==> config.mk <==
export PLATFORM = sky130hd
export DESIGN_NAME = mux_n_arb
export DESIGN_NICKNAME = d
export VERILOG_FILES = /design/src/rtl/mux_pkg.sv /design/src/rtl/rr_arbiter.sv /design/src/rtl/mux_n_arb.sv
export SDC_FILE = /design/constraint.sdc
export NUM_CORES = 1
export LEC_CHECK = 0
export BUFFER_PORTS_ARGS = -buffer_cell sky130_fd_sc_hd__buf_2
export CELL_PAD_IN_SITES_DETAIL_PLACEMENT = 0
export CELL_PAD_IN_SITES_GLOBAL_PLACEMENT = 1
export CORE_ASPECT_RATIO = 0.5
export CORE_MARGIN = 3
export CORE_UTILIZATION = 28
export DETAILED_ROUTE_END_ITERATION = 8
export PLACE_DENSITY_LB_ADDON = 0.1
export SETUP_SLACK_MARGIN = 0.5
export SKIP_CTS_REPAIR_TIMING = 1
export SLEW_MARGIN = 20
export SYNTH_ARGS = -nofsm -noshare
export SYNTH_HDL_FRONTEND = slang
export SYNTH_SLANG_ARGS = --single-unit
==> constraint.sdc <==
create_clock -name clk -period 1.6 [get_ports clk]
set_clock_uncertainty 0.05 [all_clocks]
set_input_delay 0.32 -clock clk [delete_from_list [all_inputs] [get_ports clk]]
set_output_delay 0.32 -clock clk [all_outputs]
set_load 0.1 [all_outputs]
==> src/rtl/mux_pkg.sv <==
// Shared constants and helpers for the N-channel mux/arbiter.
package mux_pkg;

  localparam int MODE_SEL = 0;
  localparam int MODE_RR  = 1;

  // Channel index width: never narrower than one bit.
  function automatic int idx_w(input int n);
    return (n > 2) ? $clog2(n) : 1;
  endfunction

endpackage

==> src/rtl/rr_arbiter.sv <==
// Round-robin priority search: first requester after ptr, wrapping around.
module rr_arbiter
  import mux_pkg::*;
#(
  parameter  int N  = 4,
  localparam int IW = idx_w(N)
) (
  input  logic [N-1:0]  req,
  input  logic [IW-1:0] ptr,
  output logic          gnt_valid,
  output logic [IW-1:0] gnt_idx
);

  // Walk offsets from farthest to nearest so the nearest requester wins.
  always_comb begin
    gnt_valid = 1'b0;
    gnt_idx   = '0;
    for (int k = N; k >= 1; k--) begin
      if (req[(int'(ptr) + k) % N]) begin
        gnt_valid = 1'b1;
        gnt_idx   = IW'((int'(ptr) + k) % N);
      end
    end
  end

endmodule

==> src/rtl/mux_n_arb.sv <==
// N-channel valid/ready mux with a single registered output stage;
// channel chosen by explicit select or by round-robin arbitration.
module mux_n_arb
  import mux_pkg::*;
#(
  parameter  int WIDTH = 32,
  parameter  int N     = 4,
  parameter  int MODE  = MODE_SEL,
  localparam int IW    = idx_w(N)
) (
  input  logic               clk,
  input  logic               rst_n,
  input  logic [N*WIDTH-1:0] in_data,
  input  logic [N-1:0]       in_valid,
  output logic [N-1:0]       in_ready,
  input  logic [IW-1:0]      sel,
  output logic [WIDTH-1:0]   out_data,
  output logic               out_valid,
  input  logic               out_ready,
  output logic [IW-1:0]      out_idx
);

  logic             load_en;
  logic             choice_ok;
  logic [IW-1:0]    choice;
  logic [WIDTH-1:0] choice_data;
  logic             xfer;

  // Reset gates load_en so no beat is accepted while rst_n is low.
  assign load_en = rst_n && (!out_valid || out_ready);

  generate
    if (MODE == MODE_RR) begin : g_rr
      logic [IW-1:0] ptr;
      logic          unused_sel;

      assign unused_sel = ^sel;

      rr_arbiter #(.N(N)) u_arb (
        .req       (in_valid),
        .ptr       (ptr),
        .gnt_valid (choice_ok),
        .gnt_idx   (choice)
      );

      always_ff @(posedge clk) begin
        if (!rst_n)    ptr <= IW'(N - 1);
        else if (xfer) ptr <= choice;
      end
    end else begin : g_sel
      assign choice    = sel;
      assign choice_ok = (int'(sel) < N);
    end
  endgenerate

  always_comb begin
    in_ready    = '0;
    choice_data = '0;
    for (int i = 0; i < N; i++) begin
      if (choice == IW'(i)) begin
        in_ready[i] = load_en && choice_ok;
        choice_data = in_data[i*WIDTH +: WIDTH];
      end
    end
  end

  assign xfer = |(in_valid & in_ready);

  always_ff @(posedge clk) begin
    if (!rst_n) begin
      out_valid <= 1'b0;
      out_data  <= '0;
      out_idx   <= '0;
    end else if (xfer) begin
      out_valid <= 1'b1;
      out_data  <= choice_data;
      out_idx   <= choice;
    end else if (out_ready) begin
      out_valid <= 1'b0;
    end
  end

endmodule

* Word level (Yosys, flattened, before mapping)
Cells that the tools add are included.
** Cells by class
- Equal/unequal tests :: 3
- Multiplexer cells :: 10
- Bitwise gates (word level) :: 1
- Reduce and logical (&&, ||, !) cells :: 6
** Operators by type and width (number)
- $mux 32 :: 4
- $mux 1 :: 6
- $and 4x4->4 :: 1
- $eq 2x2->1 const B :: 2
- $reduce_or 4->1 :: 1
- $eq 2x1->1 const B :: 1
- $logic_not 2->1 :: 1
- $reduce_bool 2->1 :: 1
- $logic_and 1x1->1 :: 1
- $logic_not 1->1 :: 1
- $logic_or 1x1->1 :: 1
** Word-level totals
- Bits in registers :: 35
- Input bits :: 137
- Output and inout bits :: 39
- Logic and storage cells :: 23

* Logic depth before layout (Yosys ltp)
- Word-level depth :: 7
- Mapped depth :: 7
- Depth with buffers taken out :: 4

* Worst setup path before layout
No wires, ideal clock.
- Path type :: reg-to-output
- Start point :: register out_valid
- End point :: output in_ready[0]
- Arrival :: 3.059 ns
- Data required time :: 1.230 ns
- Slack :: -1.829 ns
- Cell stages (with the launch flop) :: 4
- Buffers on the path :: 0
- Path through :: dfxtp_1 > nand2b_1 > nand2_1 > nor3_1
** Between the ends
- Word-level cells in the longest chain between the ends :: 4
** Ends and longest elaborated chain
- from (decl) :: RTL line mux_n_arb.sv:18 : output logic out_valid,
- from (signal assigned) :: RTL line mux_n_arb.sv:71 : out_valid <= 1'b0;
- from (signal assigned) :: RTL line mux_n_arb.sv:75 : out_valid <= 1'b1;
- from (signal assigned) :: RTL line mux_n_arb.sv:79 : out_valid <= 1'b0;
- $logic_not 1->1 :: RTL line mux_n_arb.sv:30 : assign load_en = rst_n && (!out_valid || out_ready);
- $logic_or 1x1->1 :: RTL line mux_n_arb.sv:30
- $logic_and 1x1->1 :: RTL line mux_n_arb.sv:30
- $mux 1 :: RTL line mux_n_arb.sv:60 : if (choice == IW'(i)) begin
- to (decl) :: RTL line mux_n_arb.sv:15 : output logic [N-1:0] in_ready,
Every way passes these cells.

* Worst setup path in the final report
- Start point :: input sel[0]
- End point :: output in_ready[0]
** Between the ends
- Word-level cells in the longest chain between the ends :: 2
** Ends and longest elaborated chain
- from (decl) :: RTL line mux_n_arb.sv:16 : input logic [IW-1:0] sel,
- $logic_not 2->1 :: RTL line mux_n_arb.sv:60
- $mux 1 :: RTL line mux_n_arb.sv:60
Every way passes these cells.

==> impl_metrics.tcl <==
set metrics [dict create \
    slew_violations 0 \
    finalSetupTns_ns 0 \
    min_path_cells 3 \
    synth-compound-area-share_pct 19.0 \
    fp.dieW_um 134 \
    rsz0062_at_grt "yes" \
    fin_ws_ns 0.0584 \
    synth_top_family_by_area "multiplexers" \
    cpMaxStageDelayCell "buf_12" \
    p_per_area_mw_per_mm2 819 \
    syn_inst 213 \
    grt_pass1_wl_um 12100 \
    postSynthRegisterBits 35 \
    drtAntennaViolNets 0 \
    drive_gt1_share_pct 73.5 \
    drc_errors 0 \
    ys.warnings.count 0 \
    r2r_end "out_idx[1]" \
    required_ns 1.23 \
    slowest_delay_ns 0.20 \
    nets 540 \
    ys_types 28 \
    clkPwrFrac_pct 25.7 \
    vias_per_cell 4.91 \
    crit_arrival_ns 1.17 \
    first_pass_iters 4 \
    swShare_pct 37.0 \
    ios 176 \
    p_int_uw 2260 \
    pre_cts_ws_ns -0.0674 \
    grt-ovfl-total 0 \
    finalHoldViolCount 0 \
    syn_area_mm2 0.00231 \
    cpMostUsedCell "buf_12" \
    ir_drop_v 0.000443 \
    p_leak_uw 0.00188 \
    dieArea_mm2 0.00943 \
    regToRegSetupSlack_ns 0.15 \
    antenna_found_initial 0 \
    die_h_um 70.2 \
    slew_headroom_pct 70.4 \
    finalPower_uw 3590 \
    final_cell_mix "buf_2 (135), buf_12 (46), nand3_1 (33)" \
    ff2ff_path_depth 5 \
    fill_cells 683 \
    yosys.area.top_type "dfxtp_1" \
    dr.first_iter.drc_count 80 \
    std_cell_rows 22 \
    maxCapViolCount 0 \
    stdcell_area_mm2 0.00439 \
    clockRootBuffer "clkbuf_16" \
    port_buffers 175 \
    placed_area_mm2 0.00354 \
    synthTopCellsByArea "dfxtp_1 (30%), mux4_2 (29%), a21boi_1 (9.8%)" \
    hold_start "out_ready" \
    cts_tree "done" \
    cp_cell_sequence "clkbuf_4, buf_12, buf_4, nor3_4, buf_12" \
    grt_pass1_vias 2478 \
    cp-end-kind "output port" \
    initial_utilization_pct 30.1 \
    htreeDepth 2 \
    area_growth_pct 90.2 \
    p_comb_share_pct 45.3 \
    start_kind "input pin" \
    status "finished clean" \
    mostFrequentLayoutCell "buf_2" \
    core_area_mm2 0.00765 \
    seq_power_share_pct 29.0 \
    routabilityCongestion 0.712 \
    insertedDiodeCount 0 \
    min_period_ns 1.54 \
    fmax_mhz 649 \
    synth_xor_area_share_pct 0 \
    ys_seq_area_share_pct 30.4 \
    syn-num-nets 350 \
    clock_path_buffers 2 \
    min_path_type "in -> reg" \
    insertion_delay_ns 0.27 \
    whs_endpoint "out_valid" \
    tightest_slew_ns 0.444 \
    routedWlPerCell_um 15.7 \
    p_sw_uw 1330 \
    min_period_over_period_pct 96.4 \
    grt_max_degree 35 \
    vias 2512 \
    track_usage_pct 16.0 \
    cts.sinks 35 \
    crit_fanout 8 \
    synth.avg_cell_area_um2 10.8 \
    synthSimpleGateAreaFrac_pct 10.7 \
    setup_violations 0 \
    routed_wirelength_um 8060 \
    cts_buffers 5 \
    r2r-start "out_valid" \
    synth_top_area_share_pct 30.4 \
    synthMuxAreaShare_pct 32.7 \
    dp_hpwl_um 6170 \
    clk_pin_slew_worst_paths_ns 0.05 \
    path_class "in -> out" \
    post_synth_fa_ha_maj_area_fraction_pct 0 \
]
-- cell type report --
type	instances	area (µm²)	share of cell area, %
clock buffers	7	133	3.02
clock inverters	1	5.00	0.114
multi-input cells	150	1530	34.8
well taps	108	135	3.08
repair buffers	209	1830	41.7
flip-flops and latches	35	752	17.1
inverters	2	7.51	0.171
-- stage by stage --
step | util (%) | cells | hold WS [ns]
6_report | 57.3 | 512 | 0.405
5_1_grt | 57.3 | 512 | 0.438
4_1_cts | 48.1 | 497 | 0.386
3_5_place_dp | 46.3 | 489 | 0.398
3_3_place_gp | 46.3 | 489 | 0.395
2_1_floorplan | - | 213 | 0.511
-- kinds of logic after synthesis --
family          count (synthesis)
simple gates                   47
flops                          35
compound gates                 69
buf+inv                        28
mux                            34
-- registers in the layout (all words and copies together), names as in the netlist --
register,count
out_valid,1
out_data,32
out_idx,2
-- layer usage --
| layer | GRT usage, % | wire (µm) | vias up | share of wire (%) |
|---|---|---|---|---|
| met4 | 2.60 | 21 | 0 | 0.26 |
| met1 | 19.0 | 3190 | 1200 | 40 |
| met2 | 27.9 | 4120 | 97 | 51 |
| met5 | 0 | 0 | - | 0 |
| li1 | - | - | 1213 | - |
| met3 | 6.26 | 728 | 2 | 9.0 |
-- critical path: cells and delay by family --
kind | cells | cell delay (ns)
buf+inv | 4 | 0.65
simple gates | 1 | 0.19
-- cell usage after synthesis (all sizes together) --
cell type	number
a21oi	1
o21ai	34
nor2b	2
mux4	32
nand3	35
clkbuf	9
or3	1
nand2	2
inv	2
buf	17
nor2	2
mux2	1
and3	1
nor3	3
mux2i	1
dfxtp	35
a21boi	34
nand2b	1
-- worst max-delay path by stage --
stage | to | start | slack, ns | cells after the start
6_report | in_ready[0] | sel[0] | 0.06 | 5
5_1_grt | in_ready[1] | out_valid | 0.02 | 4
4_1_cts | in_ready[2] | out_valid | -0.06 | 4
3_5_place_dp | out_data[14] | sel[0] | -0.07 | 6
3_3_place_gp | out_data[15] | sel[0] | -0.03 | 7
2_1_floorplan | in_ready[0] | out_valid | -0.20 | 3
-- power groups by stage --
stage                     combinational [µW]  clock [µW]  sequential, µW
after detailed placement                1350           0            1020
after global placement                  1330           0            1020
final                                   1630         924            1040
after CTS                               1350         952             999
after global routing                    1710         993            1050
after floorplan                          454           0            1560
Power figures use the tool's default switching activity.
